**config.mk**
```make
export PLATFORM = sky130hd
export DESIGN_NAME = seg7_scan_driver
export DESIGN_NICKNAME = d
export VERILOG_FILES = /design/src/rtl/seg7_scan_driver.sv
export SDC_FILE = /design/constraint.sdc
export NUM_CORES = 1
export LEC_CHECK = 0
export CORE_MARGIN = 4
export CORE_UTILIZATION = 60
export CTS_CLUSTER_SIZE = 30
export DETAILED_ROUTE_END_ITERATION = 10
export GPL_TIMING_DRIVEN = 1
export PLACE_DENSITY_LB_ADDON = 0.08
export SYNTH_ARGS = -nofsm -noshare
export SYNTH_HDL_FRONTEND = slang
export SYNTH_SLANG_ARGS = --single-unit
```
**constraint.sdc**
```tcl
create_clock -name clock -period 7.65 [get_ports clock]
set_input_delay 1.1475 -clock clock [delete_from_list [all_inputs] [get_ports clock]]
set_output_delay 1.1475 -clock clock [all_outputs]
set_load 0.05 [all_outputs]
```
**src/rtl/seg7_scan_driver.sv**
```systemverilog
`default_nettype none
// ============================================================================
//  Module      : seg7_scan_driver
//  Description : Time-multiplexed N-digit 7-segment display driver. Holds a
//                double-buffered frame of BCD digits and scans one digit per
//                slot. Each slot opens with a short all-off blanking interval
//                to suppress ghosting. Supports per-digit blink and
//                leading-zero suppression. Codes 10-15 display blank.
//  Revision    : 1.0 - initial release
// ----------------------------------------------------------------------------
//  Ports
//   clock       in   1              system clock
//   reset       in   1              asynchronous, active-high
//   enable      in   1              0: display dark, scan/blink counters held
//   bcd_in      in   4*NUM_DIGITS   digit i = bcd_in[4i+3:4i]
//   load        in   1              capture bcd_in/dp_in into pending frame
//   dp_in       in   NUM_DIGITS     decimal point per digit
//   blink_mask  in   NUM_DIGITS     digits that blink while blink_en=1
//   blink_en    in   1              blink enable
//   seg_out     out  7              {A,B,C,D,E,F,G}, seg_out[6]=A
//   dp_out      out  1              decimal point of the active digit
//   dig_sel     out  NUM_DIGITS     one-hot digit enable
//   frame_done  out  1              1-cycle pulse as the last digit slot ends
// ============================================================================
module seg7_scan_driver #(
  parameter int NUM_DIGITS   = 6,
  parameter int SCAN_DIV     = 1000,
  parameter int BLANK_CYCLES = 16,
  parameter int BLINK_FRAMES = 64,
  parameter int ACTIVE_LOW   = 0,
  parameter int LZ_BLANK     = 1
) (
  input  logic                      clock,
  input  logic                      reset,
  input  logic                      enable,
  input  logic [4*NUM_DIGITS-1:0]   bcd_in,
  input  logic                      load,
  input  logic [NUM_DIGITS-1:0]     dp_in,
  input  logic [NUM_DIGITS-1:0]     blink_mask,
  input  logic                      blink_en,
  output logic [6:0]                seg_out,
  output logic                      dp_out,
  output logic [NUM_DIGITS-1:0]     dig_sel,
  output logic                      frame_done
);

  // --------------------------------------------------------------------------
  // Derived widths and constants
  // --------------------------------------------------------------------------
  localparam int IDX_W = (NUM_DIGITS > 1) ? $clog2(NUM_DIGITS) : 1;
  localparam int CNT_W = $clog2(SCAN_DIV);
  localparam int FRM_W = (BLINK_FRAMES > 1) ? $clog2(BLINK_FRAMES) : 1;

  localparam logic [CNT_W-1:0]      c_cnt_last  = CNT_W'(SCAN_DIV - 1);
  localparam logic [CNT_W-1:0]      c_blank_end = CNT_W'(BLANK_CYCLES);
  localparam logic [IDX_W-1:0]      c_idx_last  = IDX_W'(NUM_DIGITS - 1);
  localparam logic [FRM_W-1:0]      c_frm_last  = FRM_W'(BLINK_FRAMES - 1);
  localparam logic [NUM_DIGITS-1:0] c_dig_one   = NUM_DIGITS'(1);

  // Output polarity: XOR masks that turn active-high internal values into
  // pin levels. The same masks are the inactive (reset) pin levels.
  localparam logic                  c_pol       = (ACTIVE_LOW != 0);
  localparam logic [6:0]            c_seg_off   = {7{c_pol}};
  localparam logic [NUM_DIGITS-1:0] c_dig_off   = {NUM_DIGITS{c_pol}};

  // --------------------------------------------------------------------------
  // State
  // --------------------------------------------------------------------------
  logic [CNT_W-1:0]        scan_cnt_q,  scan_cnt_d;
  logic [IDX_W-1:0]        idx_q,       idx_d;
  logic [FRM_W-1:0]        frame_cnt_q, frame_cnt_d;
  logic                    blink_ph_q,  blink_ph_d;

  logic [4*NUM_DIGITS-1:0] pend_bcd_q,  pend_bcd_d;
  logic [NUM_DIGITS-1:0]   pend_dp_q,   pend_dp_d;
  logic [4*NUM_DIGITS-1:0] act_bcd_q,   act_bcd_d;
  logic [NUM_DIGITS-1:0]   act_dp_q,    act_dp_d;

  logic [6:0]              seg_q,       seg_d;
  logic                    dp_q,        dp_d;
  logic [NUM_DIGITS-1:0]   dig_q,       dig_d;
  logic                    frame_done_q, frame_done_d;

  // --------------------------------------------------------------------------
  // Decode A..G for one BCD digit; codes 10-15 are dark.
  // --------------------------------------------------------------------------
  function automatic logic [6:0] f_decode(input logic [3:0] digit);
    logic [6:0] segs;
    case (digit)
      4'd0:    segs = 7'b1111110;
      4'd1:    segs = 7'b0110000;
      4'd2:    segs = 7'b1101101;
      4'd3:    segs = 7'b1111001;
      4'd4:    segs = 7'b0110011;
      4'd5:    segs = 7'b1011011;
      4'd6:    segs = 7'b1011111;
      4'd7:    segs = 7'b1110000;
      4'd8:    segs = 7'b1111111;
      4'd9:    segs = 7'b1111011;
      default: segs = 7'b0000000;
    endcase
    return segs;
  endfunction

  // --------------------------------------------------------------------------
  // Scan timing
  // --------------------------------------------------------------------------
  logic w_slot_end;
  logic w_frame_wrap;

  assign w_slot_end   = (scan_cnt_q == c_cnt_last);
  // The frame wraps on the final cycle of the last digit slot. Nothing in the
  // scan advances while disabled, so a wrap can only happen when enabled.
  assign w_frame_wrap = enable && w_slot_end && (idx_q == c_idx_last);

  always_comb begin
    scan_cnt_d  = scan_cnt_q;
    idx_d       = idx_q;
    frame_cnt_d = frame_cnt_q;
    blink_ph_d  = blink_ph_q;
    if (enable) begin
      if (w_slot_end) begin
        scan_cnt_d = '0;
        idx_d      = (idx_q == c_idx_last) ? '0 : idx_q + 1'b1;
      end else begin
        scan_cnt_d = scan_cnt_q + 1'b1;
      end
      if (w_frame_wrap) begin
        if (frame_cnt_q == c_frm_last) begin
          frame_cnt_d = '0;
          blink_ph_d  = ~blink_ph_q;
        end else begin
          frame_cnt_d = frame_cnt_q + 1'b1;
        end
      end
    end
  end

  // --------------------------------------------------------------------------
  // Frame buffers
  // The pending frame takes every load. The active frame, which the scan
  // reads, only changes at a frame wrap (so a frame never tears mid-scan) or
  // while the display is disabled (nothing is being scanned then). Taking
  // pend_*_d at the wrap lets a load on the wrap cycle land directly.
  // --------------------------------------------------------------------------
  always_comb begin
    pend_bcd_d = pend_bcd_q;
    pend_dp_d  = pend_dp_q;
    act_bcd_d  = act_bcd_q;
    act_dp_d   = act_dp_q;
    if (load) begin
      pend_bcd_d = bcd_in;
      pend_dp_d  = dp_in;
    end
    if (!enable) begin
      if (load) begin
        act_bcd_d = bcd_in;
        act_dp_d  = dp_in;
      end
    end else if (w_frame_wrap) begin
      act_bcd_d = pend_bcd_d;
      act_dp_d  = pend_dp_d;
    end
  end

  // --------------------------------------------------------------------------
  // Active-frame digit view and leading-zero run
  // --------------------------------------------------------------------------
  logic [3:0]            w_digit [NUM_DIGITS];
  logic [NUM_DIGITS-1:0] w_lz_blank;

  for (genvar gi = 0; gi < NUM_DIGITS; gi++) begin : g_digit
    assign w_digit[gi] = act_bcd_q[4*gi +: 4];
  end

  // w_lz_blank[i] is set when digit i and every digit above it are zero.
  // Digit 0 is never suppressed, so bit 0 stays clear.
  always_comb begin
    logic run_zero;
    run_zero   = 1'b1;
    w_lz_blank = '0;
    for (int i = NUM_DIGITS - 1; i >= 1; i--) begin
      run_zero      = run_zero && (w_digit[i] == 4'd0);
      w_lz_blank[i] = run_zero;
    end
  end

  // --------------------------------------------------------------------------
  // Slot output (registered one cycle behind the scan state)
  // Blink darkens segments and decimal point but keeps the digit strobe, so
  // scan brightness does not shift. Leading-zero suppression darkens the
  // segments only; the decimal point of a suppressed digit still shows.
  // --------------------------------------------------------------------------
  logic [3:0]            w_cur_digit;
  logic                  w_blink_off;
  logic                  w_lz_off;
  logic [6:0]            w_seg_act;
  logic                  w_dp_act;
  logic [NUM_DIGITS-1:0] w_dig_act;

  assign w_cur_digit = w_digit[idx_q];
  assign w_blink_off = blink_en && blink_ph_q && blink_mask[idx_q];
  assign w_lz_off    = (LZ_BLANK != 0) && w_lz_blank[idx_q];

  always_comb begin
    w_seg_act = '0;
    w_dp_act  = 1'b0;
    w_dig_act = '0;
    if (enable && (scan_cnt_q >= c_blank_end)) begin
      w_dig_act = c_dig_one << idx_q;
      if (!w_blink_off) begin
        w_dp_act = act_dp_q[idx_q];
        if (!w_lz_off) begin
          w_seg_act = f_decode(w_cur_digit);
        end
      end
    end
    seg_d        = w_seg_act ^ c_seg_off;
    dp_d         = w_dp_act ^ c_pol;
    dig_d        = w_dig_act ^ c_dig_off;
    frame_done_d = w_frame_wrap;
  end

  // --------------------------------------------------------------------------
  // Registers
  // --------------------------------------------------------------------------
  always_ff @(posedge clock or posedge reset) begin
    if (reset) begin
      scan_cnt_q   <= '0;
      idx_q        <= '0;
      frame_cnt_q  <= '0;
      blink_ph_q   <= 1'b0;
      pend_bcd_q   <= '0;
      pend_dp_q    <= '0;
      act_bcd_q    <= '0;
      act_dp_q     <= '0;
      seg_q        <= c_seg_off;
      dp_q         <= c_pol;
      dig_q        <= c_dig_off;
      frame_done_q <= 1'b0;
    end else begin
      scan_cnt_q   <= scan_cnt_d;
      idx_q        <= idx_d;
      frame_cnt_q  <= frame_cnt_d;
      blink_ph_q   <= blink_ph_d;
      pend_bcd_q   <= pend_bcd_d;
      pend_dp_q    <= pend_dp_d;
      act_bcd_q    <= act_bcd_d;
      act_dp_q     <= act_dp_d;
      seg_q        <= seg_d;
      dp_q         <= dp_d;
      dig_q        <= dig_d;
      frame_done_q <= frame_done_d;
    end
  end

  assign seg_out    = seg_q;
  assign dp_out     = dp_q;
  assign dig_sel    = dig_q;
  assign frame_done = frame_done_q;

endmodule
`default_nettype wire
```
==> reports/metrics.cfg <==
[sta]
finalSetupViolCount = 0
fin_crit_ps = 2950
hold_viol_final = 0
fin_crit_sh = 0.386
setup_tns_ps = 0
finalMaxSlewViolations = 0
skew_ps = 11.9
tightest_slew_ps = 1090
fmax_mhz = 339
rsz0062_at_grt = false
relSlewSlack = 0.272

[min_path]
hold_class = reg2reg
min_path_cells = 1

[logic_synthesis]
syn_inst = 398
syn_avg_cell_area_um2 = 11.4
ys_ff_latch = 95
synth_ff_type = dfrtp_1
synthArstFlopShare = 1.00
syn_nets = 448
yosys_warnings = 0
seq_area_frac_synth = 0.526
synthDistinctLibCells = 47
syn_area_um2 = 4520
synth_edf_count = 0

[floorplanning]
fp.dieW_um = 94.8
fp.coreArea_um2 = 7290
dieHeight_um = 94.8
die_area_um2 = 8990
rows = 31
io_pins = 56
initial_core_util = 0.620

[routing]
num_vias = 3059
drtIter0Drc = 122
drt_pass1_iterations = 4
wire_per_inst_um = 14.7
antenna_left = 0
drc_errors = 0
wl_um = 8120
viasPerCell = 5.54

[clocking]
postCtsSetupBuffers = 0
htreeDepth = 3
cts.sinks = 95
root_buffer = clkbuf_8
cts-resized-gates = 0
clockBufferDepth = 2
cts-hold-fix-buffers = 0
tritoncts = done
clkSlewWorstSetupHoldPaths_ps = 90
numCtsBuffers = 9
clock_latency_ps = 360

[layout]
drive_above_1_share = 0.143
syn2layout_area_growth_pct = 18.9
fin_util = 0.737
layout.nets = 498
instances_no_fill = 552
n_antenna_cell = 0

[worst_setup_path]
r2r_cells = 6
worst-endpoint-arrival_ps = 3170
startpoint_type = input pin
worst_setup_path_end_kind = register
critPathMaxFanout = 60
crit_required_ps = 7870
path_class = in2reg

[run]
maxCapViolations = 0

[grt]
grt_max_degree = 61
grt_pass1_vias = 3024
grt_use_total = 0.202
grt_first_pass_wirelength_um = 14000
grt.overflow.total = 0
antenna_found_initial = 0

[power_and_ir_drop]
power_mw = 1.26
leakagePower_nw = 2.37
vdd_drop_max_v = 0.000117
pwr_density_cell_nw_per_um2 = 235

[place]
dp_hpwl_um = 5770
io_buffers = 55
dp.cells = 536
gp_congestion = 0.809

[run_status]
status = finished, final reports clean

[Yosys cell counts (all sizes together) (5+ instances only)]
cell | n | area share
nor3 | 8 | 0.0089
mux2 | 32 | 0.080
o21ai | 39 | 0.044
dfrtp | 95 | 0.53
nor2 | 19 | 0.016
nand2 | 51 | 0.042
a211oi | 5 | 0.011
mux2i | 45 | 0.10
xnor2 | 9 | 0.017
inv | 13 | 0.011
buf | 18 | 0.021
ha | 9 | 0.025
[placed cells by master, fill, tap and decap left out, drive strengths merged, types with 4 or more instances in the layout]
cell type	n
mux2i	45
nor3	8
xnor2	9
a21oi	4
a211oi	5
clkbuf	12
inv	12
mux2	32
and3	4
o21ai	39
nand3b	4
nor2	19
ha	9
clkdlybuf4s50	54
nand3	4
dfrtp	95
buf	5
nand2	51
nor4	4
nand4	4
[critical path, cell delays in order]
cell and delay (ps):
buf_2 790, nand2_1 200, nor2_1 160, nand2_1 140, inv_2 180, a21oi_4 40
buf_4 290, nand2_1 140, o21ai_1 70
[sequential cells by signal, summed over array words and instances (netlist names)]
signal and cells:
act_dp_q 6, dig_sel 6, scan_cnt_q 10, pend_dp_q 6
blink_ph_q 1, frame_done 1, dp_out 1, pend_bcd_q 24
idx_q 3, seg_out 7, frame_cnt_q 6, act_bcd_q 24
[power by group]
group          internal (mW)  switching [mW]  total [mW]
clock network          0.211           0.169       0.381
logic                  0.117           0.153       0.270
registers              0.566          0.0429       0.609
[kinds of logic (layout without fill, tap and decap cells)]
kind of cell,count (synthesis),in the layout,synth area share
AO/OA/AOI/OAI,61,61,0.0844
adder cells (fa/ha/maj),9,9,0.0249
flip-flops,95,95,0.526
AND/OR/NAND/NOR,108,108,0.114
XOR/XNOR,12,12,0.0233
multiplexers,80,80,0.194
buffers and inverters,33,88,0.0332
[path summary, 6_finish.rpt]
| path | start | end | slack (ps) |
|---|---|---|---|
| worst min-delay path | frame_cnt_q[5] | frame_cnt_q[5] | 480 |
| worst max-delay path | enable | act_dp_q[1] | 4700 |
| min in group asynchronous | reset | dig_sel[0] | 1230 |
| worst min register to register | frame_cnt_q[5] | frame_cnt_q[5] | 480 |
| max in group asynchronous | reset | act_bcd_q[3] | 5370 |
| worst max register to register | idx_q[1] | seg_out[0] | 4830 |
[final cells by class]
type,count,area (um2)
clock buffers,12,165
inverters,13,50.0
repair buffers,59,576
flip-flops and latches,95,2380
well taps,99,124
fillers,536,1920
multi-input cells,270,2000
clock inverters,4,76.3
[routing by layer]
layer	share of wire	vias to the layer above	global-route usage
met3	0.043	11	0.0430
li1	-	1506	-
met5	0	-	0
met2	0.48	53	0.320
met1	0.46	1489	0.272
met4	0.020	0	0.0793
[metrics by stage]
step	hold slack [ps]	setup slack, ps	area [um2]
4_1_cts	485	4680	5370
5_1_grt	492	4440	5370
2_1_floorplan	436	4030	4520
6_report	482	4700	5370
3_3_place_gp	459	4340	5130
3_5_place_dp	463	4300	5130
Note: power is estimated with default switching activity, not from simulation.
